**src/rtl/sysctrl_wb_arbiter.sv**
```systemverilog
// Two-master round-robin Wishbone arbiter in front of the sysctrl register slave.
// Optional watchdog enabled by defining SYSCTRL_ARB_WDOG_EN.
module sysctrl_wb_arbiter #(
  parameter int unsigned TIMEOUT_CYCLES = 16
) (
  input  logic        clk,
  input  logic        resetn,
  input  logic        m0_cyc_i,
  input  logic        m0_stb_i,
  input  logic        m0_we_i,
  input  logic [31:0] m0_adr_i,
  input  logic [31:0] m0_dat_i,
  input  logic [3:0]  m0_sel_i,
  output logic [31:0] m0_dat_o,
  output logic        m0_ack_o,
  output logic        m0_err_o,
  input  logic        m1_cyc_i,
  input  logic        m1_stb_i,
  input  logic        m1_we_i,
  input  logic [31:0] m1_adr_i,
  input  logic [31:0] m1_dat_i,
  input  logic [3:0]  m1_sel_i,
  output logic [31:0] m1_dat_o,
  output logic        m1_ack_o,
  output logic        m1_err_o,
  output logic        s_cyc_o,
  output logic        s_stb_o,
  output logic        s_we_o,
  output logic [31:0] s_adr_o,
  output logic [31:0] s_dat_o,
  output logic [3:0]  s_sel_o,
  input  logic [31:0] s_dat_i,
  input  logic        s_ack_i,
  output logic [1:0]  grant_o
);

  typedef enum logic {ST_IDLE = 1'b0, ST_BUSY = 1'b1} state_e;

  state_e state_q, state_d;
  logic   owner_q, owner_d;
  logic   last_q, last_d;
  logic   req0, req1;
  logic   busy;
  logic   own_cyc, own_stb, own_we;
  logic [31:0] own_adr, own_dat;
  logic [3:0]  own_sel;
  logic   wdog_fire;

  // Handshake: a request is cyc&stb held until ack/err; one classic beat per grant,
  // the owner's ack/err is combinational from the slave, the non-owner simply stalls.
  assign req0 = m0_cyc_i & m0_stb_i;
  assign req1 = m1_cyc_i & m1_stb_i;
  assign busy = (state_q == ST_BUSY);

  assign own_cyc = owner_q ? m1_cyc_i : m0_cyc_i;
  assign own_stb = owner_q ? m1_stb_i : m0_stb_i;
  assign own_we  = owner_q ? m1_we_i  : m0_we_i;
  assign own_adr = owner_q ? m1_adr_i : m0_adr_i;
  assign own_dat = owner_q ? m1_dat_i : m0_dat_i;
  assign own_sel = owner_q ? m1_sel_i : m0_sel_i;

`ifdef SYSCTRL_ARB_WDOG_EN
  localparam logic [7:0] WDOG_TERM = 8'(TIMEOUT_CYCLES - 1);

  logic [7:0] wdog_q, wdog_d;

  // Cleared throughout IDLE so every BUSY period starts counting from zero.
  always_comb begin
    wdog_d = wdog_q;
    if (!busy)         wdog_d = 8'd0;
    else if (!s_ack_i) wdog_d = wdog_q + 8'd1;
  end

  always_ff @(posedge clk or negedge resetn) begin
    if (!resetn) wdog_q <= 8'd0;
    else         wdog_q <= wdog_d;
  end

  // A real ack in the terminal cycle takes precedence over the timeout.
  assign wdog_fire = busy & (wdog_q == WDOG_TERM) & ~s_ack_i;
`else
  logic unused_timeout;
  assign unused_timeout = (TIMEOUT_CYCLES > 0);
  assign wdog_fire      = 1'b0;
`endif

  // State register
  always_ff @(posedge clk or negedge resetn) begin
    if (!resetn) begin
      state_q <= ST_IDLE;
      owner_q <= 1'b0;
      last_q  <= 1'b1;
    end else begin
      state_q <= state_d;
      owner_q <= owner_d;
      last_q  <= last_d;
    end
  end

  // Next-state logic
  always_comb begin
    state_d = state_q;
    owner_d = owner_q;
    last_d  = last_q;
    case (state_q)
      ST_IDLE: begin
        if (req0 || req1) begin
          state_d = ST_BUSY;
          owner_d = (req0 && req1) ? ~last_q : req1;
          last_d  = owner_d;
        end
      end
      ST_BUSY: begin
        if (s_ack_i || !own_cyc || wdog_fire) state_d = ST_IDLE;
      end
      default: state_d = ST_IDLE;
    endcase
  end

  // Output logic
  always_comb begin
    s_cyc_o  = 1'b0;
    s_stb_o  = 1'b0;
    s_we_o   = 1'b0;
    s_adr_o  = 32'd0;
    s_dat_o  = 32'd0;
    s_sel_o  = 4'd0;
    grant_o  = 2'b00;
    m0_ack_o = 1'b0;
    m1_ack_o = 1'b0;
    m0_err_o = 1'b0;
    m1_err_o = 1'b0;
    m0_dat_o = s_dat_i;
    m1_dat_o = s_dat_i;
    if (busy) begin
      s_cyc_o  = own_cyc;
      s_stb_o  = own_cyc & own_stb;
      s_we_o   = own_we;
      s_adr_o  = own_adr;
      s_dat_o  = own_dat;
      s_sel_o  = own_sel;
      grant_o  = owner_q ? 2'b10 : 2'b01;
      m0_ack_o = ~owner_q & s_ack_i;
      m1_ack_o =  owner_q & s_ack_i;
      m0_err_o = ~owner_q & wdog_fire;
      m1_err_o =  owner_q & wdog_fire;
      if (wdog_fire) begin
        if (owner_q) m1_dat_o = 32'hFFFF_FFFF;
        else         m0_dat_o = 32'hFFFF_FFFF;
      end
    end
  end

endmodule

```
**config.mk**
```make
export PLATFORM = sky130hd
export DESIGN_NAME = sysctrl_wb_arbiter
export DESIGN_NICKNAME = d
export VERILOG_FILES = /design/src/rtl/sysctrl_wb_arbiter.sv
export SDC_FILE = /design/constraint.sdc
export NUM_CORES = 1
export LEC_CHECK = 0
export CAP_MARGIN = 20
export CORE_AREA = 2 2 125 127
export CTS_BUF_LIST = sky130_fd_sc_hd__clkbuf_2
export DETAILED_ROUTE_END_ITERATION = 8
export DIE_AREA = 0 0 127 129
export PLACE_DENSITY_LB_ADDON = 0.05
export SLEW_MARGIN = 30
export SYNTH_ARGS = -nofsm -noshare
export SYNTH_HDL_FRONTEND = slang
export SYNTH_SLANG_ARGS = --single-unit
export TNS_END_PERCENT = 100
```
**constraint.sdc**
```tcl
create_clock -name clk -period 1.79 [get_ports clk]
set_clock_uncertainty 0.2 [all_clocks]
set_input_delay 0.179 -clock clk [delete_from_list [all_inputs] [get_ports clk]]
set_output_delay 0.179 -clock clk [all_outputs]
set_load 0.03 [all_outputs]
```
==> out/metrics.cfg, run 1 <==
[yosys]
ys_types = 24
synth_edf_count = 0
synth_top_area_share_pct = 35.2
ys_seq_elements = 3
netlist_instances = 242
yosysWarnings = 0
yosys-top-cells-area = mux2i_1 35%, buf_4 26%, nor2b_1 22%
synth_area_per_cell_sq_um = 8.23
ys.flop_type = dfrtp_1
ys_seq_area_share_pct = 3.83
async_flop_share_pct = 100
yosysTopAreaCell = mux2i_1
syn_area_sq_mm = 0.00199

[worst_setup_path]
crit_buf_inv = 2
cp_max_fo = 7
start_kind = register
cp-end-kind = output pin
worstPathRequired_ns = 1.41
critPathSlowestCell = dfrtp_4
cp_cell_sequence = buf_4 > mux2i_2 > nor3b_2 > buf_4
critical_path_arrival_ns = 1.42
crit_family = flip-flops
max_stage_delay_ns = 0.53
cpMostUsedCell = buf_4
crit_type = register to output pin

[drt]
viasPerCell = 3.60
wl_per_cell_microns = 14.5
drc_errors = 0
routed_wl_microns = 8420
ant_nets = 0
vias = 2093
drt_pass1_iterations = 4
dr.first_iter.drc_count = 34

[clock_tree]
clk_latency_ns = 0.20
cts_root_buffer = clkbuf_2
clk_pin_slew_worst_paths_ns = 0.04
cts_num_sinks = 3
clk_path_buf_depth = 2
cts_max_level = 1
cts_buffers = 3
cts_tree = done

[grt]
overflow = 0
first_global_vias = 2010
grt_max_degree = 66
grtUsageTotal_pct = 9.21
antenna_found_initial = 0
grt_first_pass_wirelength_microns = 11600

[cells_and_area]
area_delta_synth_final_pct = 88.3
layout_common_cells = 144 x clkdlybuf4s50_1, 78 x buf_4, 70 x mux2i_1, 70 x nor2b_1, 5 x buf_12
drive_above_1_share_pct = 24.2
n_antenna_cell = 0
layout.nets = 571
final_cells = 581
design_area_sq_mm = 0.00375
layout_commonest_cell = clkdlybuf4s50_1
nFillCells = 1636

[timing]
timing.final.crit_period_ns = 1.80
fin_crit_sh_pct = 101
hold_viol_final = 0
slew_viol_final = 0
finalSetupViolations = 2
rsz0062_at_grt = true
max_freq_mhz = 555
fin_tns_setup_ns = -0.0248
fin_ws_ns = -0.0130

[die]
rows = 45
die_y_microns = 129
num_io_pins = 318
die_x_microns = 127
start_util_pct = 13.3
fp.coreArea_sq_mm = 0.0150
die-area_sq_mm = 0.0164

[run]
drv_cap = 0

[run_status]
violations = setup timing
run_status = finished, violations left

[place]
io_buffers = 219
hpwl_microns = 6950
dpl.cell_count = 575
dpl-instance-area_sq_mm = 0.00370
gp_congestion = 0.724

[min_path]
hold_path_class = input pin to output pin

[power]
irDropWorstVdd_mv = 0.259
p_leak_nw = 1.69
pwr_density_cell_mw_per_mm2 = 669

[power by group]
group | internal (mW) | switching [mW] | leakage, nW
logic | 1.13 | 1.17 | 1.65
registers | 0.0939 | 0.0293 | 0.0325
clock network | 0.0589 | 0.0329 | 0.0166
[through the flow]
step	hold WS [ns]	total power [mW]	worst slack [ns]	utilization [%]
2_1_floorplan	-0.317	1.86	0.0906	-
3_3_place_gp	0.158	2.44	0.191	24.7
3_5_place_dp	0.158	2.43	0.180	24.7
4_1_cts	0.158	2.53	-0.0517	24.9
5_1_grt	0.158	2.67	-0.101	25.0
6_report	0.158	2.51	-0.0130	25.0
[synthesized netlist by cell type, drive strengths merged, types with 2 or more instances]
cell type and instances:
buf 77, clkbuf 6, dfrtp 2, mux2i 71
nor2b 71
[final timing paths]
check,startpoint,endpoint,slack [ns],cells after the start
min in group asynchronous,resetn,owner_q,0.52,2
setup / recovery,owner_q,s_stb_o,-0.01,4
setup reg to reg,owner_q,busy,0.37,3
hold reg to reg,last_q,owner_q,0.39,2
max in group asynchronous,resetn,last_q,0.64,2
hold / removal,s_dat_i[11],m0_dat_o[11],0.16,0
[cell families after synthesis]
kind of cell	synth area share, %
buf+inv	33.1
simple gates	25.3
mux	36.4
compound gates	1.13
flops	3.83
other cells	0.188
[repair_timing]
item	4_1_cts	5_1_grt
endpoints found under the setup margin	5	69
resized for setup	0	3
hold endpoints to repair	2	0
hold buffers	1	0
setup buffers	0	1
[worst register-to-register path, cell delays in order (launching register included)]
cell and delay (ns):
dfrtp_4 0.53, buf_4 0.16, mux2i_2 0.24, o22ai_1 0.14
[routing by layer]
layer	global-route usage [%]	routed length, microns
met5	0	0
met4	2.65	123
met3	2.54	812
met2	17.8	4510
met1	9.76	2980
[cell type report]
cell class                      instances  area [sq um]  area share [%]
Timing Repair Buffer                  229          2150            57.4
Tap cell                              188           235            6.27
Sequential cell                         3          81.3            2.17
Clock buffer                            4          20.0           0.534
Multi-Input combinational cell        157          1260            33.7
[flip-flops by register name, summed over array words and instances (netlist names)]
name,cells
owner_q,1
last_q,1
busy,1
Power figures use the tool's default switching activity.
==> run 2: changes to the inputs <==
ABC_CLOCK_PERIOD_IN_PS = 1790   (was unset)
SKIP_LAST_GASP = 1   (was unset)
==> results of run 2 <==
Final layout, timing and power as in run 1 (identical DEF).
==> run 3: changes to the inputs <==
PLACE_DENSITY_LB_ADDON = unset   (was 0.05)
==> run 3 against run 2 <==
  * The run still ends with setup timing left
  * Sequential power shrank 6%
  * First-iteration DRC count shrank 15%
  * Sequential share of layout area shrank 0.077 points
  * Routed wire length shrank 12%
  * Clock power is essentially flat
  * Final cell count grew 0.52%
  * Worst hold slack is the same
  * Core utilization grew 0.92 points
  * Worst setup slack lost 0.080 ns
  * Critical path type unchanged
==> out/metrics.cfg, run 3 (synthesized netlist as in run 1, its figures left out) <==
[run_status]
run_status = finished, violations left
violations = setup timing

[timing]
slew_viol_final = 0  ; unchanged
rsz0062_at_grt = true
hold_viol_final = 0  ; unchanged
max_freq_mhz = 531  ; -4.3%
timing.final.crit_period_ns = 1.88  ; +0.0804 ns
fin_ws_ns = -0.0934  ; -0.0804 ns
fin_crit_sh_pct = 105  ; +4.5 points
fin_tns_setup_ns = -1.24  ; -1.21 ns
finalSetupViolations = 36  ; +34
holdWs_ns = 0.158  ; unchanged

[worst_setup_path]
critical_path_arrival_ns = 1.50  ; +0.08 ns
crit_buf_inv = 2  ; unchanged
cp_max_fo = 42  ; +35
cp_cell_sequence = buf_16 > mux2i_2 > nor2b_2 > buf_12
start_kind = register
cp-end-kind = output pin
max_stage_delay_ns = 0.45  ; -0.08 ns
worstPathRequired_ns = 1.41  ; about the same
crit_family = flip-flops
crit_type = register to output pin
critPathSlowestCell = dfrtp_4

[clock_tree]
cts_num_sinks = 3  ; unchanged
clk_path_buf_depth = 2  ; unchanged
cts_buffers = 3  ; unchanged
clk_latency_ns = 0.20  ; about the same
cts_tree = done
clk_pin_slew_worst_paths_ns = 0.04  ; about the same
cts_max_level = 1  ; unchanged
cts_root_buffer = clkbuf_2

[place]
io_buffers = 219  ; unchanged
hpwl_microns = 6160  ; -11%
gp_congestion = 0.658  ; -9.1%
post-place-ws_ns = 0.0768  ; -0.104 ns

[drt]
dr.first_iter.drc_count = 29  ; -15%
drt_pass1_iterations = 4  ; unchanged
viasPerCell = 3.67  ; +1.9%
vias = 2143  ; +2.4%
ant_nets = 0  ; unchanged
routed_wl_microns = 7400  ; -12%
drc_errors = 0  ; unchanged
wl_per_cell_microns = 12.7  ; -13%

[run]
drv_cap = 0  ; unchanged

[cells_and_area]
n_antenna_cell = 0  ; unchanged
layout.nets = 574  ; +0.53%
area_delta_synth_final_pct = 95.2
layout_common_cells = 144 x clkdlybuf4s50_1, 76 x buf_4, 67 x mux2i_1
layout_commonest_cell = clkdlybuf4s50_1
nFillCells = 1598  ; -2.3%
drive_above_1_share_pct = 27.0  ; +2.8 points

[die]
rows = 45  ; unchanged
die_y_microns = 129  ; unchanged
start_util_pct = 13.3  ; unchanged
num_io_pins = 318  ; unchanged
fp.coreArea_sq_mm = 0.0150  ; unchanged
die_x_microns = 127  ; unchanged
die-area_sq_mm = 0.0164  ; unchanged

[power]
pwr_density_cell_mw_per_mm2 = 678  ; +1.3%
irDropWorstVdd_mv = 0.706  ; +170%
p_leak_nw = 1.73  ; +2.3%

[grt]
grt_max_degree = 48  ; -27%
grt_first_pass_wirelength_microns = 10400  ; -11%
first_global_vias = 2123  ; +5.6%
overflow = 0  ; unchanged
grtUsageTotal_pct = 7.65  ; -1.6 points
antenna_found_initial = 0  ; unchanged

[min_path]
hold_path_class = input pin to output pin

## run 3: through the flow
step | total power, mW | instances | util, % | area (sq um)
after CTS | 2.58 | 579 | 25.5 | 3820
final | 2.64 | 584 | 26.0 | 3890
after global routing | 2.80 | 584 | 26.0 | 3890
after global placement | 2.42 | 574 | 25.1 | 3760
after floorplan | 1.86 | 243 | - | 2000
after detailed placement | 2.44 | 574 | 25.1 | 3760
## run 3: power by group
part           internal (mW)  total [mW]  switching (mW)
clock                 0.0589      0.0920          0.0331
combinational           1.23        2.43            1.20
sequential            0.0938       0.116          0.0219
## run 3: area by class of cell
cell class,instances,area [sq um],share of cell area [%]
Sequential cell,3,81.3,2.09
Multi-Input combinational cell,157,1300,33.4
Timing Repair Buffer,232,2250,58.0
Clock buffer,4,20.0,0.515
Tap cell,188,235,6.05
## run 3: final timing paths
kind                                  from     endpoint  slack, ns  depth (start not counted)
worst max-delay path               owner_q   s_sel_o[3]      -0.09                          4
worst min-delay path            s_dat_i[8]  m0_dat_o[8]       0.16                          0
worst max register to register     owner_q      owner_q       0.40                          3
worst min register to register      last_q      owner_q       0.38                          2
max in group asynchronous           resetn       last_q       0.65                          2
min in group asynchronous           resetn      owner_q       0.50                          2
## run 3: repair_timing
| item | 4_1_cts | 5_1_grt |
|---|---|---|
| gates resized for setup | 11 | 1 |
| setup endpoints to repair | 28 | 58 |
| endpoints found under the hold margin | 2 | 0 |
| gates cloned | 0 | 1 |
| hold buffers | 1 | 0 |
| setup buffers | 0 | 4 |
## run 3: worst register-to-register path, cell delays in order (launching register included)
cell and delay (ns):
dfrtp_4 0.51, buf_4 0.17, clkbuf_16 0.18, a22o_1 0.22
## run 3: routing by layer
layer  vias up  track usage (%)  part of all wire (%)
met5         -                0                     0
met4         0             2.46                   2.1
met3        34             1.58                    11
met2       144             15.3                    53
met1       931             7.92                    34
li1       1034                -                     -
